==> config.mk <==
export PLATFORM = sky130hd
export DESIGN_NAME = vga_img_window_reader
export DESIGN_NICKNAME = d
export VERILOG_FILES = /design/src/rtl/vga_pkg.sv /design/src/rtl/vga_delay_line.sv /design/src/rtl/vga_img_window_reader.sv
export SDC_FILE = /design/constraint.sdc
export NUM_CORES = 1
export LEC_CHECK = 0
export ABC_CLOCK_PERIOD_IN_PS = 6400
export BUFFER_PORTS_ARGS = -buffer_cell sky130_fd_sc_hd__buf_4
export CAP_MARGIN = 0
export CORE_MARGIN = 10
export CORE_UTILIZATION = 52
export DETAILED_ROUTE_END_ITERATION = 10
export PLACE_DENSITY = 0.77
export SKIP_LAST_GASP = 1
export SYNTH_ARGS = -nofsm -noshare
export SYNTH_HDL_FRONTEND = slang
export SYNTH_SLANG_ARGS = --single-unit
==> constraint.sdc <==
create_clock -name clk -period 6.4 [get_ports clk]
set_input_delay 0.32 -clock clk [delete_from_list [all_inputs] [get_ports clk]]
set_output_delay 0.32 -clock clk [all_outputs]
set_load 0.02 [all_outputs]
==> src/rtl/vga_pkg.sv <==
// vga_pkg: shared VGA constants, colour types, pixel classes and RGB565 expansion helpers
package vga_pkg;
  localparam int H_ACTIVE = 640;
  localparam int V_ACTIVE = 480;
  localparam int MAX_W = 16;
  typedef struct packed {
    logic [7:0] r;
    logic [7:0] g;
    logic [7:0] b;
  } rgb24_t;
  typedef struct packed {
    logic [MAX_W-1:0] r;
    logic [MAX_W-1:0] g;
    logic [MAX_W-1:0] b;
  } rgbw_t;
  typedef enum logic [1:0] {PX_BLANK, PX_BG, PX_IMG, PX_BORDER} px_class_t;
  function automatic logic [MAX_W-1:0] expand_ch(input logic [7:0] src, input int n, input int w);
    expand_ch = '0;
    for (int i = 0; i < MAX_W; i++)
      if (i < w) expand_ch[w-1-i] = src[n-1-(i%n)];
  endfunction
  function automatic rgbw_t rgb565_expand(input logic [15:0] pixel, input int width);
    rgb565_expand.r = expand_ch({3'b0, pixel[15:11]}, 5, width);
    rgb565_expand.g = expand_ch({2'b0, pixel[10:5]}, 6, width);
    rgb565_expand.b = expand_ch({3'b0, pixel[4:0]}, 5, width);
  endfunction
  function automatic rgbw_t rgb_scale(input rgb24_t c, input int width);
    rgb_scale.r = expand_ch(c.r, 8, width);
    rgb_scale.g = expand_ch(c.g, 8, width);
    rgb_scale.b = expand_ch(c.b, 8, width);
  endfunction
endpackage

==> src/rtl/vga_delay_line.sv <==
// vga_delay_line: DEPTH-stage shift register with sync reset (clk, rst, d in, q out)
module vga_delay_line #(
  parameter int WIDTH = 2,
  parameter int DEPTH = 2
) (
  input  logic             clk,
  input  logic             rst,
  input  logic [WIDTH-1:0] d,
  output logic [WIDTH-1:0] q
);
  logic [WIDTH-1:0] sr [DEPTH];
  always_ff @(posedge clk) begin
    if (rst) sr <= '{default: '0};
    else begin
      sr[0] <= d;
      for (int i = 1; i < DEPTH; i++) sr[i] <= sr[i-1];
    end
  end
  assign q = sr[DEPTH-1];
endmodule

==> src/rtl/vga_img_window_reader.sv <==
// vga_img_window_reader: windowed 1x/2x frame-buffer reader; timing (DE,x_pixel,y_pixel), live window (win_x,win_y,scale2x) -> RAM (addr,rd_en,imgData) -> r/g/b_port, frame_start; VGA_WIN_BORDER_EN adds a BORDER_COLOR ring
module vga_img_window_reader
  import vga_pkg::*;
#(
  parameter int          DATA_WIDTH = 8,
  parameter int          RGB_WIDTH  = 16,
  parameter int          IMG_WIDTH  = 176,
  parameter int          IMG_HEIGHT = 240,
  parameter int          ADDR_WIDTH = $clog2(IMG_WIDTH*IMG_HEIGHT),
  parameter int          RD_LATENCY = 1,
  parameter logic [23:0] BG_COLOR   = 24'h000000
`ifdef VGA_WIN_BORDER_EN
  , parameter logic [23:0] BORDER_COLOR = 24'hFFFFFF
`endif
) (
  input  logic                  clk,
  input  logic                  reset,
  input  logic                  DE,
  input  logic [9:0]            x_pixel,
  input  logic [9:0]            y_pixel,
  input  logic [9:0]            win_x,
  input  logic [9:0]            win_y,
  input  logic                  scale2x,
  output logic [ADDR_WIDTH-1:0] addr,
  output logic                  rd_en,
  input  logic [RGB_WIDTH-1:0]  imgData,
  output logic [DATA_WIDTH-1:0] r_port,
  output logic [DATA_WIDTH-1:0] g_port,
  output logic [DATA_WIDTH-1:0] b_port,
  output logic                  frame_start
);
  localparam logic [11:0] W12 = 12'(IMG_WIDTH);
  localparam logic [11:0] H12 = 12'(IMG_HEIGHT);
  localparam logic [ADDR_WIDTH-1:0] W_A = ADDR_WIDTH'(IMG_WIDTH);
  localparam rgbw_t BG_W = rgb_scale(rgb24_t'(BG_COLOR), DATA_WIDTH);
`ifdef VGA_WIN_BORDER_EN
  localparam rgbw_t BD_W = rgb_scale(rgb24_t'(BORDER_COLOR), DATA_WIDTH);
`else
  localparam rgbw_t BD_W = '0;
`endif
  logic [9:0] sh_wx, sh_wy;
  logic sh_s2, armed, half, half_cur, origin, live, s2, in_x, in_y, in_win, last_col, adv, step_col, ring;
  logic [11:0] wx, wy, x12, y12, x_end, y_end, y_off;
  logic [ADDR_WIDTH-1:0] row_base, col, row_cur, col_cur;
  logic [1:0] cls_q;
  px_class_t cls, cls_d;
  rgbw_t pix;
  always_comb begin
    origin = x_pixel == '0 && y_pixel == '0;
    // the origin pixel already belongs to the new frame, so it uses the live config
    wx = {2'b0, origin ? win_x : sh_wx};
    wy = {2'b0, origin ? win_y : sh_wy};
    s2 = origin ? scale2x : sh_s2;
    x12 = {2'b0, x_pixel};
    y12 = {2'b0, y_pixel};
    x_end = wx + (s2 ? W12 << 1 : W12);
    y_end = wy + (s2 ? H12 << 1 : H12);
    y_off = y12 - wy;
    in_x = x12 >= wx && x12 < x_end;
    in_y = y12 >= wy && y12 < y_end;
    in_win = in_x && in_y;
    live = DE && (armed || origin);
    col_cur = x12 == wx ? '0 : col;
    half_cur = x12 == wx ? 1'b0 : half;
    row_cur = origin ? '0 : row_base;
    step_col = !s2 || half_cur;
    // a window clipped at the right edge still has to finish its source row at x = 639
    last_col = in_x && (x12 == x_end - 12'd1 || (x_pixel == 10'(H_ACTIVE-1) && x_end > 12'(H_ACTIVE)));
    adv = live && in_y && last_col && (!s2 || y_off[0]);
`ifdef VGA_WIN_BORDER_EN
    ring = ((x12 + 12'd1 == wx || x12 == x_end) && y12 + 12'd1 >= wy && y12 <= y_end) ||
           ((y12 + 12'd1 == wy || y12 == y_end) && x12 + 12'd1 >= wx && x12 <= x_end);
`else
    ring = 1'b0;
`endif
    cls = !live ? PX_BLANK : in_win ? PX_IMG : ring ? PX_BORDER : PX_BG;
    cls_d = px_class_t'(cls_q);
    pix = cls_d == PX_IMG ? rgb565_expand(imgData[15:0], DATA_WIDTH) :
          cls_d == PX_BG ? BG_W : cls_d == PX_BORDER ? BD_W : '0;
  end
  vga_delay_line #(.WIDTH(2), .DEPTH(RD_LATENCY+1)) u_dl (
    .clk(clk), .rst(reset), .d(cls), .q(cls_q)
  );
  always_ff @(posedge clk) begin
    if (reset) begin
      sh_wx <= '0;
      sh_wy <= '0;
      sh_s2 <= 1'b0;
      armed <= 1'b0;
      row_base <= '0;
      col <= '0;
      half <= 1'b0;
      addr <= '0;
      rd_en <= 1'b0;
      frame_start <= 1'b0;
      r_port <= '0;
      g_port <= '0;
      b_port <= '0;
    end else begin
      if (origin) begin
        sh_wx <= win_x;
        sh_wy <= win_y;
        sh_s2 <= scale2x;
        armed <= 1'b1;
      end
      if (live && in_win) begin
        col <= step_col ? col_cur + ADDR_WIDTH'(1) : col_cur;
        half <= !step_col;
        addr <= row_cur + col_cur;
      end
      row_base <= adv ? row_cur + W_A : row_cur;
      rd_en <= live && in_win;
      frame_start <= origin;
      r_port <= pix.r[DATA_WIDTH-1:0];
      g_port <= pix.g[DATA_WIDTH-1:0];
      b_port <= pix.b[DATA_WIDTH-1:0];
    end
  end
endmodule

Yosys cells after proc, flatten, opt, wreduce, memory -nomap -nowiden
Cells that the tools add are included.
Widths: inputs -> output; s select.
- flip-flop bits (word level): 101
- output and inout port bits: 42
- word-level logic and storage cells: 65
- add/sub/neg operators: 7
- order comparisons: 5
- eq/ne operators: 4
- muxes and demuxes: 11
- bitwise gates (word level): 2
- reductions and logical operators: 21
- operators with widths (operator ; count):
    $mux 16 ; 4
    $add 10x9->11 ; 2
    $lt 10x11->1 ; 2
    $ge 10x10->1 ; 2
    $logic_not 10->1 ; 2
    $mux 10 ; 2
    $mux 9 ; 2
    $add 16x1->16 const B ; 1
    $add 16x16->16 ; 1
    $add 16x8->16 const B ; 1
    $eq 10x12->1 ; 1
    $sub 11x1->12 const B ; 1
    $gt 11x10->1 const B ; 1
    $logic_and 1x1->1 ; 11
    $eq 10x10->1 ; 1
    $eq 10x10->1 const B ; 1
    $logic_or 1x1->1 ; 4
    $reduce_or 2->1 ; 2
    $eq 2x2->1 const B ; 1
    $logic_not 1->1 ; 2
    $mux 1 ; 2
    $mux 2 ; 1
    $not 1->1 ; 2
    $sub 1x1->1 ; 1

Longest topological paths before layout
- depth after elaboration: 12
- mapped depth: 31

Modules after synthesis
From an unflattened synthesis, not the netlist that was laid out.
- cell total of the unflattened synthesis: 761
- area total of the unflattened synthesis: 6337.3 µm²
- modules (own cells, without submodules) (module ; instances ; cells an instance ; area an instance (µm²)):
    vga_img_window_reader ; 1 ; 751 ; 6217.2
    vga_delay_line ; 1 ; 10 ; 120.1

Worst setup path after synthesis
Ideal clock, no wire load.
- path kind: input to register
- start point: in y_pixel[3]
- end point: reg row_base[7]
- library setup time: 121 ps
- data arrival time: 6043 ps
- setup slack: 237 ps
- cell stages on the path: 27
- buffers on the path: 7
- cell sequence: nor4_2 -> and3_1 -> buf_4 -> nand2_4 -> buf_2 -> clkbuf_1 -> clkbuf_1 -> clkbuf_1 -> buf_1 -> mux2i_1 -> ha_1 -> nor2b_1 -> o21ai_0 -> nor2_1 -> mux4_2 -> nor2_4 -> inv_1 -> ha_1 -> a21oi_1 -> o21ai_0 -> a31oi_1 -> o31ai_1 -> or3b_1 -> buf_2 -> o32a_2 -> nor2_1 -> mux2_2
- word-level cells in the longest chain between the ends: 12
- RTL lines (element ; line ; source):
    from (decl) ; vga_img_window_reader.sv:20 ; input logic [9:0] y_pixel,
    $logic_not 10->1 ; vga_img_window_reader.sv:49 ; origin = x_pixel == '0 && y_pixel == '0;
    $logic_and 1x1->1 ; vga_img_window_reader.sv:49 ;
    $mux 1 ; -- ;
    $mux 9 ; vga_img_window_reader.sv:56 ; x_end = wx + (s2 ? W12 << 1 : W12);
    $add 10x9->11 ; vga_img_window_reader.sv:56 ;
    $sub 11x1->12 / $gt 11x10->1 (equally long branches) ; vga_img_window_reader.sv:68 ; last_col = in_x && (x12 == x_end - 12'd1 || (x_pixel == 10'(H_ACTIVE-1) && x_end > 12'(H_ACTIVE)));
    $eq 10x12->1 / $logic_and 1x1->1 (equally long branches) ; vga_img_window_reader.sv:68 ;
    $logic_or 1x1->1 ; vga_img_window_reader.sv:68 ;
    $logic_and 1x1->1 ; vga_img_window_reader.sv:68 ;
    $logic_and 1x1->1 (2 in series) ; vga_img_window_reader.sv:69 ; adv = live && in_y && last_col && (!s2 || y_off[0]);
    $mux 16 (*) ; vga_img_window_reader.sv:111 ; row_base <= adv ? row_cur + W_A : row_cur;
    to (signal assigned) ; vga_img_window_reader.sv:111 ;
    to (decl) ; vga_img_window_reader.sv:44 ; logic [ADDR_WIDTH-1:0] row_base, col, row_cur, col_cur;
Mark *: on every way between the ends. The rest lies on a longest branch, timed or not.
A chain may end at the register's enable or synchronous reset.

Worst setup path after layout
- start point: in y_pixel[5]
- end point: reg row_base[12]
- RTL lines (element ; line ; source):
    $logic_not 10->1 (*) ; vga_img_window_reader.sv:49 ;
    $logic_and 1x1->1 (*) ; vga_img_window_reader.sv:49 ;
    $mux 10 (*) ; -- ;
    named net wx[7] ; vga_img_window_reader.sv:43 ; logic [11:0] wx, wy, x12, y12, x_end, y_end, y_off;
    $add 10x9->11 ; vga_img_window_reader.sv:56 ;
    $sub 11x1->12 / $gt 11x10->1 (equally long branches) ; vga_img_window_reader.sv:68 ;
    $eq 10x12->1 / $logic_and 1x1->1 (equally long branches) ; vga_img_window_reader.sv:68 ;
    $logic_or 1x1->1 ; vga_img_window_reader.sv:68 ;
    $logic_and 1x1->1 (*) ; vga_img_window_reader.sv:68 ;
    $logic_and 1x1->1 (*) (2 in series) ; vga_img_window_reader.sv:69 ;
    $mux 16 (*) ; vga_img_window_reader.sv:111 ;
The timed path passes the listed nets; every way through them passes the cells marked *.

==> results.ini <==
[yosys]
synth_edf_count = 0
ys_types = 70
synthArstFlopShare = 0
synth.area.top_cells = dfxtp_1, ha_1, nor2_1
synth_top_area_frac = 0.2875
yosysTopAreaCell = dfxtp_1
ys_seq_area_frac = 0.2875
postSynthNetCount = 914
ys_seq_elements = 93
avgSynthCellArea_um2 = 8.105
syn_area_um2 = 6476
synthFlopType = dfxtp_1
yosysWarnings = 0
syn_inst = 799

[placed_design]
place_congestion = 0.9242
hpwl_mm = 12.58
post-place-ws_ns = 0.5418
portBuffers = 101

[sta]
skew_ns = 0.007243
slew_violations = 0
finalHoldViolCount = 0
rsz0062_at_grt = false
finalCritPeriodShare = 0.8704
fin_ws_ns = 0.8294
min_period_ns = 5.571
worstMarginPinSlew_ns = 0.9011
fin_setup_tns_ns = 0
slew_headroom = 0.3992
setup_violations = 0
fmax_ghz = 0.1795

[global_routing]
grt_max_degree = 87
grt_pass1_vias = 5741
track_usage = 0.1889
grtUsageMet2 = 0.2841
antenna_found_initial = 0
gr-usage-met1 = 0.2605
grt_pass1_wl_mm = 27.99
grtUsageMet3 = 0.04802
grt_busiest_layer = met2
grt-ovfl-total = 0

[critical_path]
cp-end-kind = flip-flop
max_stage_delay_ns = 0.50
path_cells = buf_4, nor4_1, and2_1, nand2_4, a21oi_1, inv_1, ha_1, nand2_1, o21ai_0, nor2_1, mux4_2, nor2_4, inv_1, ha_1, a21oi_1, o21ai_0, a31oi_1, o31ai_1, or3b_1, buf_4, o32ai_2, nand4_1, mux2_1
slowest_stage = nor4_1
crit_fanout = 13
crit_type = primary input to flip-flop
required_ns = 6.64
cp-start-kind = primary input
cp.arrival_ns = 5.81
rr_worst_depth = 19

[cts]
cts_tree = yes
clockRootBuffer = clkbuf_16
clockBufferDepth = 2
cts-buffers-inserted = 9
cts_hold_buf = 0
htree_levels = 3
cts-resized-gates = 0
path_clk_slew_ns = 0.07
insertion_delay_ns = 0.35
postCtsSetupBuffers = 0
clock-sinks = 93

[finish]
finish.utilization = 0.6341
n_antenna_cell = 0
nets = 999
area_delta_synth_final_pct = 18.59
drive_gt1_frac = 0.1744

[routing]
drt-initial-drc-count = 363
vias = 5949
ant_nets = 0
routed_wl_mm = 16.62
drcViolationCount = 0
first_pass_iters = 6
avgViaCountPerCell = 5.628
wire_per_inst_um = 15.72

[flow_run]
cap_violations = 0

[floorplanning]
die_y_um = 131.6
rows = 40
start_util = 0.5347
core_um2 = 12110
ios = 102
die_w_um = 131.6
dieArea_um2 = 17320

[power_and_ir_drop]
leakagePower_uw = 0.003491
powerDensity_nw_per_um2 = 165.5
ir_drop_uv = 142.5

[hold_path]
worstHoldPathCells = 2
hp-class = primary input to flip-flop

[run_status]
status = finished clean

-- metal layers --
layer | vias to the layer above | wire [um]
li1 | 3008 | -
met1 | 2713 | 8195
met2 | 208 | 7164
met3 | 20 | 1015
met4 | 0 | 243
met5 | - | 0
-- kinds of logic after synthesis --
logic type / synth area share
AND/OR/NAND/NOR: 0.2680
AO/OA/AOI/OAI: 0.1633
flip-flops: 0.2875
buffers and inverters: 0.04791
adder cells (fa/ha/maj): 0.1090
multiplexers: 0.07438
XOR/XNOR: 0.05004
-- where the power goes --
group | internal (uW) | total (uW) | switching, uW | leakage (uW)
Sequential | 578 | 578 | 0.000135 | 0.000749
Combinational | 48.9 | 99.7 | 50.8 | 0.00258
Clock | 355 | 593 | 238 | 0.000160
-- layout make-up --
class / count / area (um^2)
sequential: 93 / 1862
tap: 168 / 210.2
clock buffer: 11 / 242.7
inverter: 33 / 123.9
fill: 1103 / 4432
multi-input combinational: 634 / 4310
timing repair buffer: 113 / 848.3
clock inverter: 5 / 82.58
-- synth_stat cells, drive strengths merged, types with 6 or more instances --
cell type,n
nor2b,19
buf,18
a31oi,7
and2,40
nand4,11
nor3b,7
a21oi,59
nand2,60
mux2i,32
nand2b,6
o21ai,35
ha,54
and3,14
clkbuf,21
a21o,10
dfxtp,93
xnor2,23
nor2,100
xor2,14
or3,9
mux2,10
inv,33
a211o,6
nand3,19
nor4,8
nor3,14
-- metrics by stage --
stage	instance area (um^2)	hold slack [ns]	power (uW)	instances
2_1_floorplan	6476	0.4138	639.6	799
3_3_place_gp	7355	0.4209	688.0	1041
3_5_place_dp	7355	0.4283	689.3	1041
4_1_cts	7680	0.1609	1279	1057
5_1_grt	7680	0.1583	1315	1057
6_report	7680	0.1664	1271	1057
-- state kept, by name (all words and copies together), names as in the netlist --
signal / count
row_base: 16
b_port: 5
u_dl.sr: 2
g_port: 6
half: 1
armed: 1
u_dl.q: 2
addr: 16
col: 16
r_port: 5
frame_start: 1
sh_wx: 10
rd_en: 1
sh_wy: 10
sh_s2: 1
-- path summary, 6_finish.rpt --
kind                from      endpoint  slack [ns]
max           y_pixel[5]  row_base[12]        0.83
min          imgData[11]     r_port[3]        0.17
max reg2reg        sh_s2  row_base[12]        1.51
min reg2reg   u_dl.sr[2]     u_dl.q[0]        0.44
-- critical path, delay by kind of cell --
kind                     cells  cell delay (ns)
buffers and inverters        4             0.48
adder cells (fa/ha/maj)      2             0.61
multiplexers                 2             0.82
AND/OR/NAND/NOR              8             1.94
AO/OA/AOI/OAI                7             1.61
-- cells in the final DEF, fill, tap and decap left out, types with 10 or more instances in the layout --
cell type,n
nand2_1,59
o21ai_0,34
xor2_1,14
xnor2_1,23
dfxtp_1,93
buf_4,113
nor2b_1,19
a21oi_1,59
and2_1,40
nand4_1,11
inv_1,33
nor2_1,98
nor3_1,14
a21o_1,10
ha_1,54
mux2i_1,31
nand3_1,18
and3_1,14
No activity file was read; power rests on OpenSTA's default activity.
